==> src/rtl/systolic_ws_controller.sv <==
// Phase sequencer for a ROWS x COLS weight-stationary systolic array:
// weight load, skewed activation streaming, drain, then a one-cycle done.
module systolic_ws_controller #(
  parameter int ROWS    = 4,
  parameter int COLS    = 4,
  parameter int VEC_W   = 8,
  parameter int WADDR_W = 2
) (
  input  logic               clk,
  input  logic               reset_n,
  input  logic               start,
  input  logic               reuse_w,
  input  logic [VEC_W-1:0]   num_vec,
  output logic               busy,
  output logic               done,
  output logic               mode,
  output logic               w_rd_en,
  output logic [WADDR_W-1:0] w_rd_addr,
  output logic               a_rd_en,
  output logic [VEC_W-1:0]   a_rd_addr,
  output logic [ROWS-1:0]    row_enable,
  output logic [COLS-1:0]    col_valid
);

  localparam int PIPE = ROWS + COLS;

  typedef enum logic [2:0] {
    S_IDLE, S_WLOAD, S_WSETTLE, S_COMPUTE, S_DRAIN, S_DONE
  } state_t;

  state_t             r_state;
  logic [VEC_W-1:0]   r_n;
  logic [PIPE-1:0]    r_pipe;
  logic               r_busy, r_done, r_mode, r_w_en, r_a_en;
  logic [WADDR_W-1:0] r_w_addr;
  logic [VEC_W-1:0]   r_a_addr;
  logic               w_pipe_drained;

  // Bit k of r_pipe is a_rd_en delayed k+1 cycles: rows tap the low end,
  // columns the high end. Drained means the pipe is empty after this edge.
  assign w_pipe_drained = !r_a_en && (r_pipe[PIPE-2:0] == '0);

  always_ff @(posedge clk or negedge reset_n) begin
    if (!reset_n) begin
      r_state  <= S_IDLE;
      r_n      <= '0;
      r_pipe   <= '0;
      r_busy   <= 1'b0;
      r_done   <= 1'b0;
      r_mode   <= 1'b1;
      r_w_en   <= 1'b0;
      r_a_en   <= 1'b0;
      r_w_addr <= '0;
      r_a_addr <= '0;
    end else begin
      r_pipe <= {r_pipe[PIPE-2:0], r_a_en};
      r_mode <= ~r_w_en;
      r_done <= 1'b0;
      case (r_state)
        S_IDLE: if (start) begin
          r_n <= num_vec;
          if (!reuse_w) begin
            r_state  <= S_WLOAD;
            r_busy   <= 1'b1;
            r_w_en   <= 1'b1;
            r_w_addr <= WADDR_W'(ROWS - 1);
          end else if (num_vec != '0) begin
            r_state  <= S_COMPUTE;
            r_busy   <= 1'b1;
            r_a_en   <= 1'b1;
            r_a_addr <= '0;
          end else begin
            r_state <= S_DONE;
            r_done  <= 1'b1;
          end
        end
        S_WLOAD: begin
          if (r_w_addr == '0) begin
            r_w_en  <= 1'b0;
            r_state <= S_WSETTLE;
          end else begin
            r_w_addr <= r_w_addr - WADDR_W'(1);
          end
        end
        S_WSETTLE: begin
          if (r_n != '0) begin
            r_state  <= S_COMPUTE;
            r_a_en   <= 1'b1;
            r_a_addr <= '0;
          end else begin
            r_state <= S_DONE;
            r_done  <= 1'b1;
            r_busy  <= 1'b0;
          end
        end
        S_COMPUTE: begin
          // Compare against N-1 so N = 2^VEC_W-1 never wraps the address.
          if (r_a_addr == r_n - VEC_W'(1)) begin
            r_a_en   <= 1'b0;
            r_a_addr <= '0;
            r_state  <= S_DRAIN;
          end else begin
            r_a_addr <= r_a_addr + VEC_W'(1);
          end
        end
        S_DRAIN: if (w_pipe_drained) begin
          r_state <= S_DONE;
          r_done  <= 1'b1;
          r_busy  <= 1'b0;
        end
        S_DONE:  r_state <= S_IDLE;
        default: r_state <= S_IDLE;
      endcase
    end
  end

  assign busy       = r_busy;
  assign done       = r_done;
  assign mode       = r_mode;
  assign w_rd_en    = r_w_en;
  assign w_rd_addr  = r_w_addr;
  assign a_rd_en    = r_a_en;
  assign a_rd_addr  = r_a_addr;
  assign row_enable = r_pipe[ROWS-1:0];
  assign col_valid  = r_pipe[PIPE-1:ROWS];

endmodule
==> config.mk <==
export PLATFORM = sky130hd
export DESIGN_NAME = systolic_ws_controller
export DESIGN_NICKNAME = d
export VERILOG_FILES = /design/src/rtl/systolic_ws_controller.sv
export SDC_FILE = /design/constraint.sdc
export NUM_CORES = 1
export LEC_CHECK = 0
export ABC_AREA = 1
export ABC_CLOCK_PERIOD_IN_PS = 1500
export CELL_PAD_IN_SITES_DETAIL_PLACEMENT = 0
export CELL_PAD_IN_SITES_GLOBAL_PLACEMENT = 1
export CORE_ASPECT_RATIO = 1.25
export CORE_MARGIN = 5
export CORE_UTILIZATION = 35
export DETAILED_ROUTE_END_ITERATION = 12
export PLACE_DENSITY = 0.84
export SLEW_MARGIN = 20
export SYNTH_ARGS = -nofsm -noshare
export SYNTH_HDL_FRONTEND = slang
export SYNTH_SLANG_ARGS = --single-unit
==> constraint.sdc <==
create_clock -name clk -period 1.5 [get_ports clk]
set_input_delay 0.225 -clock clk [delete_from_list [all_inputs] [get_ports clk]]
set_output_delay 0.225 -clock clk [all_outputs]
set_load 0.005 [all_outputs]
==> summary.md, run 1 <==
| Metric | Value |
|---|---|
| Inst Count DP | 372 |
| Yosys reg bits | 34 |
| Outcome | finished with violations |
| Die Height | 94.2 µm |
| Avg Inst Size Synth | 8.06 µm² |
| Synth Flop Type | dfrtp_1 |
| CTS tree | built |
| ANT nets after route | 0 |
| Hold Crit Class | input pin to asynchronous set/reset pin |
| Adder-cell share of the synthesized area | 0.0189 |
| Final setup TNS | -1.22 ns |
| CP max stage delay | 0.39 ns |
| Critical path arrival | 1.82 ns |
| Cell chain of the critical path | inv_2 -> ha_4 -> xnor2_2 -> nor2_2 -> nand3_2 -> nor2_2 -> nand3_2 -> nand2_4 -> buf_12 -> nand3_2 |
| All-Layer GR Usage | 0.140 |
| Initial antenna violation count | 0 |
| Kind of critical path | flop to flop |
| YS warnings | 0 |
| XOR/XNOR Fraction of Synth Area | 0.0486 |
| DR vias | 1837 |
| Fmax | 603 MHz |
| Ant diodes | 0 |
| Crit path max fanout | 4 |
| CTS Buffer Depth | 2 |
| Area grow syn2layout | 47.9% |
| Final setup violating endpoints | 12 |
| Area of the mapped netlist | 0.00198 mm² |
| CP max stage cell | dfrtp_1 |
| Largest family of logic cells by synthesized area | simple AND/OR/NAND/NOR gates |
| Total grt overflow | 0 |
| Power per cell area | 1900 mW/mm² |
| Die ar. | 0.00728 mm² |
| Vias in the first global route | 1913 |
| Most used cell, CP | nand3_2 |
| Number of synthesized flops with an enable pin | 0 |
| Drt wl/cell | 12.0 µm |
| DR iter-0 viols | 45 |
| Die Wd | 77.3 µm |
| Most common cell after layout, fill and taps aside | nand2_1 |
| Design Area, Final | 0.00293 mm² |
| Final Non-Filler Cells | 392 |
| Largest net degree at the start of global routing | 35 |
| TritonCTS buffer count | 5 |
| Compound-Gate Fraction of Synth Area | 0.0574 |
| Slew headroom | 0.796 |
| Syn_nets | 261 |
| Pre-CTS setup slack | -0.190 ns |
| Critical Path Source Type | flop |
| Sink Count | 34 |
| Hold buffer count at cts | 0 |
| Post-detail-place hpwl | 3730 µm |
| Tmin final | 1.66 ns |
| I/O pin cnt | 35 |
| Crit end category | flop |
| Worst VDD drop | 1.07 mV |
| Post-layout nets | 342 |
| Slew Limit Fails | 0 |
| Leakage | 1.48 nW |
| Post-synth top area cell | dfrtp_1 |
| Synth cell types | 35 |
| Final GP Congestion | 0.857 |
| Clock latency on the worst-skew pair | 0.28 ns |
| Root Driver | clkbuf_8 |
| Clk_skew | 0.00623 ns |
| Initial core utilization | 0.362 |
| DRC errors left | 0 |
| Port Buf Inserts | 34 |
| Hold Fails Final Rpt | 0 |
| Commonest cells after routing, fill and taps aside | 62 x nand2_1, 37 x buf_4, 28 x dfrtp_1, 24 x clkdlybuf4s50_1 |
| Tcrit/Tclk final | 1.11 |
| RSZ-0062 raised after global routing | yes |
| CTS clk-pin slew, worst paths | 0.07 ns |
| Max Cap Viol | 0 |
| Top cell type's share of synthesized area | 0.416 |
| Global-route wire length before repair | 8290 µm |
| Req. time, crit path | 1.67 ns |
| Post-Synthesis Cells | 246 |
| Worst Setup Slack, final | -0.158 ns |
| Synth area leaders | dfrtp_1 42%, nand2_1 13%, nor2_1 4.7% |
| Cell Rows | 30 |
| Proportion of layout cells with a drive suffix above 1 | 0.348 |
| DP Area | 0.00264 mm² |
| Post-synthesis mux area share | 0.00568 |
| DR vias/cell | 4.69 |
| Tightest Pin Transition | 0.303 ns |
| DRT Pass-1 Iters | 4 |
| Seq/Total Area, Yosys | 0.430 |
| Core area | 0.00548 mm² |
| Synth Area in Simple Gates | 0.381 |
| # H-tree levels | 2 |
| Failing checks | negative setup slack |
| FFs w/ async S/R, synth | 1.00 |
| Routed WL | 4690 µm |
==> where the power goes <==
| part | total [mW] | internal (mW) | switching [mW] |
|---|---|---|---|
| Clock | 0.704 | 0.369 | 0.335 |
| Combinational | 3.28 | 1.63 | 1.64 |
| Sequential | 1.61 | 1.29 | 0.319 |
| Total | 5.59 | 3.29 | 2.29 |
==> critical path: cells and delay by family (launching register included) <==
family	cells	cell delay (ns)
xor+xnor	1	0.12
simple gates	6	0.62
buf+inv	2	0.19
flops	1	0.39
fa+ha+maj	1	0.21
==> synthesized netlist by cell type, types with 4 or more instances <==
cell type	number
nand2_1	68
inv_2	7
inv_1	20
nor2_4	4
nor2_2	11
nand3_1	18
xor2_1	7
nand3b_1	7
dfrtp_1	33
nor2_1	25
o21ai_0	9
xnor2_1	4
==> state kept, by name (all words and copies together) (netlist names) <==
register and flops:
busy 1, a_rd_addr 8, a_rd_en 1, done 1, mode 1, r_state 3
r_n 8, r_pipe 8, w_rd_en 1, w_rd_addr 2
==> area by class of cell <==
cell class | count | area (µm²)
repair buffers | 75 | 687
flip-flops and latches | 34 | 858
clock inverters | 2 | 12.5
fillers | 522 | 2550
clock buffers | 6 | 82.6
well taps | 64 | 80.1
multi-input cells | 182 | 1100
inverters | 29 | 111
==> metal layers <==
layer | part of all wire | global-route usage
met5 | 0 | 0
met4 | 0.021 | 0.0516
met3 | 0.036 | 0.0326
met2 | 0.54 | 0.265
met1 | 0.40 | 0.149
==> worst paths after layout <==
check	start	to	slack, ns	depth (start not counted)
hold / removal	reset_n	a_rd_addr[2]$_DFFE_PN0P_	0.30	2
setup / recovery	r_n[1]$_DFFE_PN0P_	r_state[0]$_DFFE_PN0P_	-0.16	10
setup reg to reg	r_n[1]$_DFFE_PN0P_	r_state[0]$_DFFE_PN0P_	-0.16	10
hold reg to reg	w_rd_en$_DFFE_PN0P_	mode$_DFF_PN1_	0.40	1
min in group clk	w_rd_en$_DFFE_PN0P_	mode$_DFF_PN1_	0.40	1
max in group asynchronous	reset_n	mode$_DFF_PN1_	0.95	2
==> cell families after synthesis <==
group	after synthesis
AO/OA/AOI/OAI	18
buffers and inverters	30
XOR/XNOR	11
AND/OR/NAND/NOR	149
flip-flops	34
multiplexers	1
adder cells (fa/ha/maj)	3
==> metrics by stage <==
stage          utilization  hold slack [ns]  power (mW)
3_5_place_dp         0.482            0.391        4.49
5_1_grt              0.535            0.317        6.12
2_1_floorplan            -          -0.0706        3.31
6_report             0.535            0.304        5.59
3_3_place_gp         0.482            0.383        4.46
4_1_cts              0.513            0.306        5.35
==> repair_timing <==
item / in CTS / in global routing
setup endpoints to repair: 21 / 20
pin swaps: 11 / 13
resized for setup: 12 / 26
buffers inserted: 7 / 5
No activity file was read; power rests on OpenSTA's default activity.
==> run 2: changes to the inputs <==
--- a/config.mk
+++ b/config.mk
@@ -18,3 +18,4 @@
 export SYNTH_ARGS = -nofsm -noshare
 export SYNTH_HDL_FRONTEND = slang
 export SYNTH_SLANG_ARGS = --single-unit
+export TNS_END_PERCENT = 5
==> run 2 against run 1 <==
Effect of this change: the flow still finishes with violations (negative setup slack); core utilization down 2.5 points; sequential cell count unchanged; non-clock buffer count down 10; maximum frequency up 2.6%; clock power about the same; critical path type unchanged; register-to-register slack better by 0.04 ns.
==> summary.md, run 2 (synthesis gave the netlist of run 1 again) <==
| Metric | Value |
|---|---|
| ANT nets after route | 0 (unchanged) |
| RSZ-0062 raised after global routing | yes |
| Worst Setup SP | r_n[1]$_DFFE_PN0P_ |
| Post-detail-place hpwl | 3690 µm (-1.1%) |
| # H-tree levels | 2 (unchanged) |
| TritonCTS buffer count | 5 (unchanged) |
| Final setup violating endpoints | 15 (+3) |
| CTS clk-pin slew, worst paths | 0.07 ns (about the same) |
| Ant diodes | 0 (unchanged) |
| Area grow syn2layout | 40.9% |
| DRT Pass-1 Iters | 4 (unchanged) |
| Req. time, crit path | 1.69 ns (+0.02 ns) |
| Die Height | 94.2 µm (unchanged) |
| Worst Setup Slack, final | -0.115 ns (+0.0424 ns) |
| Core area | 0.00548 mm² (unchanged) |
| Sink Count | 34 (unchanged) |
| Slew headroom | 0.799 (+0.00244) |
| Worst reg2reg endpoint | a_rd_en$_DFFE_PN0P_ |
| Port Buf Inserts | 34 (unchanged) |
| I/O pin cnt | 35 (unchanged) |
| Tightest Pin Transition | 0.300 ns (-0.00364 ns) |
| Total grt overflow | 0 (unchanged) |
| DR vias/cell | 4.78 (+2.0%) |
| Critical Path Source Type | flop |
| Failing checks | negative setup slack |
| Outcome | finished with violations |
| Largest net degree at the start of global routing | 35 (unchanged) |
| Cell Rows | 30 (unchanged) |
| Post-layout nets | 332 (-2.9%) |
| Commonest cells after routing, fill and taps aside | 65 x nand2_1, 31 x dfrtp_1, 31 x clkdlybuf4s50_1, 28 x buf_4, 24 x nor2_1 |
| DRC errors left | 0 (unchanged) |
| Final Non-Filler Cells | 382 (-2.6%) |
| Leakage | 1.32 nW (-11%) |
| Worst VDD drop | 1.05 mV (-1.8%) |
| Total power | 5.31 mW (-4.9%) |
| Hold Crit Class | input pin to asynchronous set/reset pin |
| Initial core utilization | 0.362 (unchanged) |
| Drt wl/cell | 12.2 µm (+2.1%) |
| Tcrit/Tclk final | 1.08 (-0.0283) |
| Root Driver | clkbuf_8 |
| Power per cell area | 1900 mW/mm² (-0.20%) |
| Clock latency on the worst-skew pair | 0.28 ns (about the same) |
| Fmax | 619 MHz (+2.6%) |
| Kind of critical path | flop to flop |
| Routed WL | 4670 µm (-0.53%) |
| DR iter-0 viols | 97 (+120%) |
| Vias in the first global route | 1919 (+0.31%) |
| Final GP Congestion | 0.893 (+4.3%) |
| Tmin final | 1.62 ns (-0.0424 ns) |
| Proportion of layout cells with a drive suffix above 1 | 0.280 (-0.0677) |
| RR Startpoint | r_n[1]$_DFFE_PN0P_ |
| Die Wd | 77.3 µm (unchanged) |
| R2R depth | 11 (+1) |
| Max Cap Viol | 0 (unchanged) |
| DR vias | 1826 (-0.60%) |
| CTS Buffer Depth | 2 (unchanged) |
| Crit path max fanout | 5 (+1) |
| Slew Limit Fails | 0 (unchanged) |
| Worst Setup EP | a_rd_en$_DFFE_PN0P_ |
| Global-route wire length before repair | 8310 µm (+0.34%) |
| Crit end category | flop |
| Clk_skew | 0.00707 ns (+0.000841 ns) |
| Worst R2R Setup Slack | -0.12 ns (+0.04 ns) |
| Critical path arrival | 1.80 ns (-0.02 ns) |
| Hold Fails Final Rpt | 0 (unchanged) |
| Initial antenna violation count | 0 (unchanged) |
| Layout Utilization | 0.510 (-0.0253) |
| Hold buffer count at cts | 0 (unchanged) |
| Die ar. | 0.00728 mm² (unchanged) |
| Inst Count DP | 371 (-0.27%) |
| All-Layer GR Usage | 0.141 (+0.000663) |
| CTS tree | built |
| Most common cell after layout, fill and taps aside | nand2_1 |
## run 2: cell count changes in the layout (fill, tap and decap cells not counted), sizes merged
cell / before / now
dlymetal6s2s: 5 / 0
buf: 41 / 31
dlygate4sd2: 5 / 3
clkdlybuf4s50: 24 / 31
## run 2: layout make-up
cell class	count	area, µm²
Clock inverter	2	12.5
Timing Repair Buffer	65	589
Sequential cell	34	855
Tap cell	64	80.1
Multi-Input combinational cell	182	1060
Inverter	29	111
Fill cell	509	2690
Clock buffer	6	82.6
## run 2: worst min path at each step
stage	startpoint	depth (start not counted)	to	slack, ns
final	reset_n	2	a_rd_addr[1]$_DFFE_PN0P_	0.30
after CTS	reset_n	2	a_rd_addr[1]$_DFFE_PN0P_	0.30
after global placement	r_pipe[5]$_DFF_PN0_	0	r_pipe[6]$_DFF_PN0_	0.38
after floorplan	reset_n	0	a_rd_addr[0]$_DFFE_PN0P_	-0.07
after global routing	reset_n	2	w_rd_addr[1]$_DFFE_PN0P_	0.31
after detailed placement	r_pipe[3]$_DFF_PN0_	0	r_pipe[4]$_DFF_PN0_	0.39
## run 2: metrics by stage
step	area [µm²]	setup slack (ns)	TNS [ns]	hold WS, ns
floorplan	2000	-0.0842	-0.171	-0.0706
global placement	2630	-0.184	-1.50	0.385
detailed placement	2630	-0.198	-1.40	0.389
CTS	2760	-0.129	-0.784	0.304
global route	2790	-0.247	-2.97	0.306
finish	2790	-0.115	-0.992	0.301
## run 2: repair_timing
item                       CTS  global route
pin swaps                    8             7
setup endpoints to repair   21            18
buffers inserted             1             2
gates resized for setup     10             7
## run 2: report_power, final
part / total, mW / switching, mW / internal [mW]
Clock: 0.706 / 0.337 / 0.369
Combinational: 2.99 / 1.54 / 1.44
Sequential: 1.62 / 0.332 / 1.28
## run 2: worst max-delay path: stages, from the launching register on
cell and delay (ns):
dfrtp_1 0.40, inv_2 0.09, ha_4 0.21, xnor2_2 0.13, nor2_2 0.13, nand3_2 0.09, nor2_2 0.11, nand3_2 0.11
nand2_4 0.12, nand2_2 0.05, nand2_1 0.05, nand2_1 0.04
## run 2: metal layers
metal,GRT usage,routed length [µm],share of wire,vias to the layer above
met5,0,0,0,-
met3,0.0298,131,0.028,11
met4,0.0587,88,0.019,0
li1,-,-,-,932
met2,0.261,2540,0.54,37
met1,0.153,1910,0.41,846
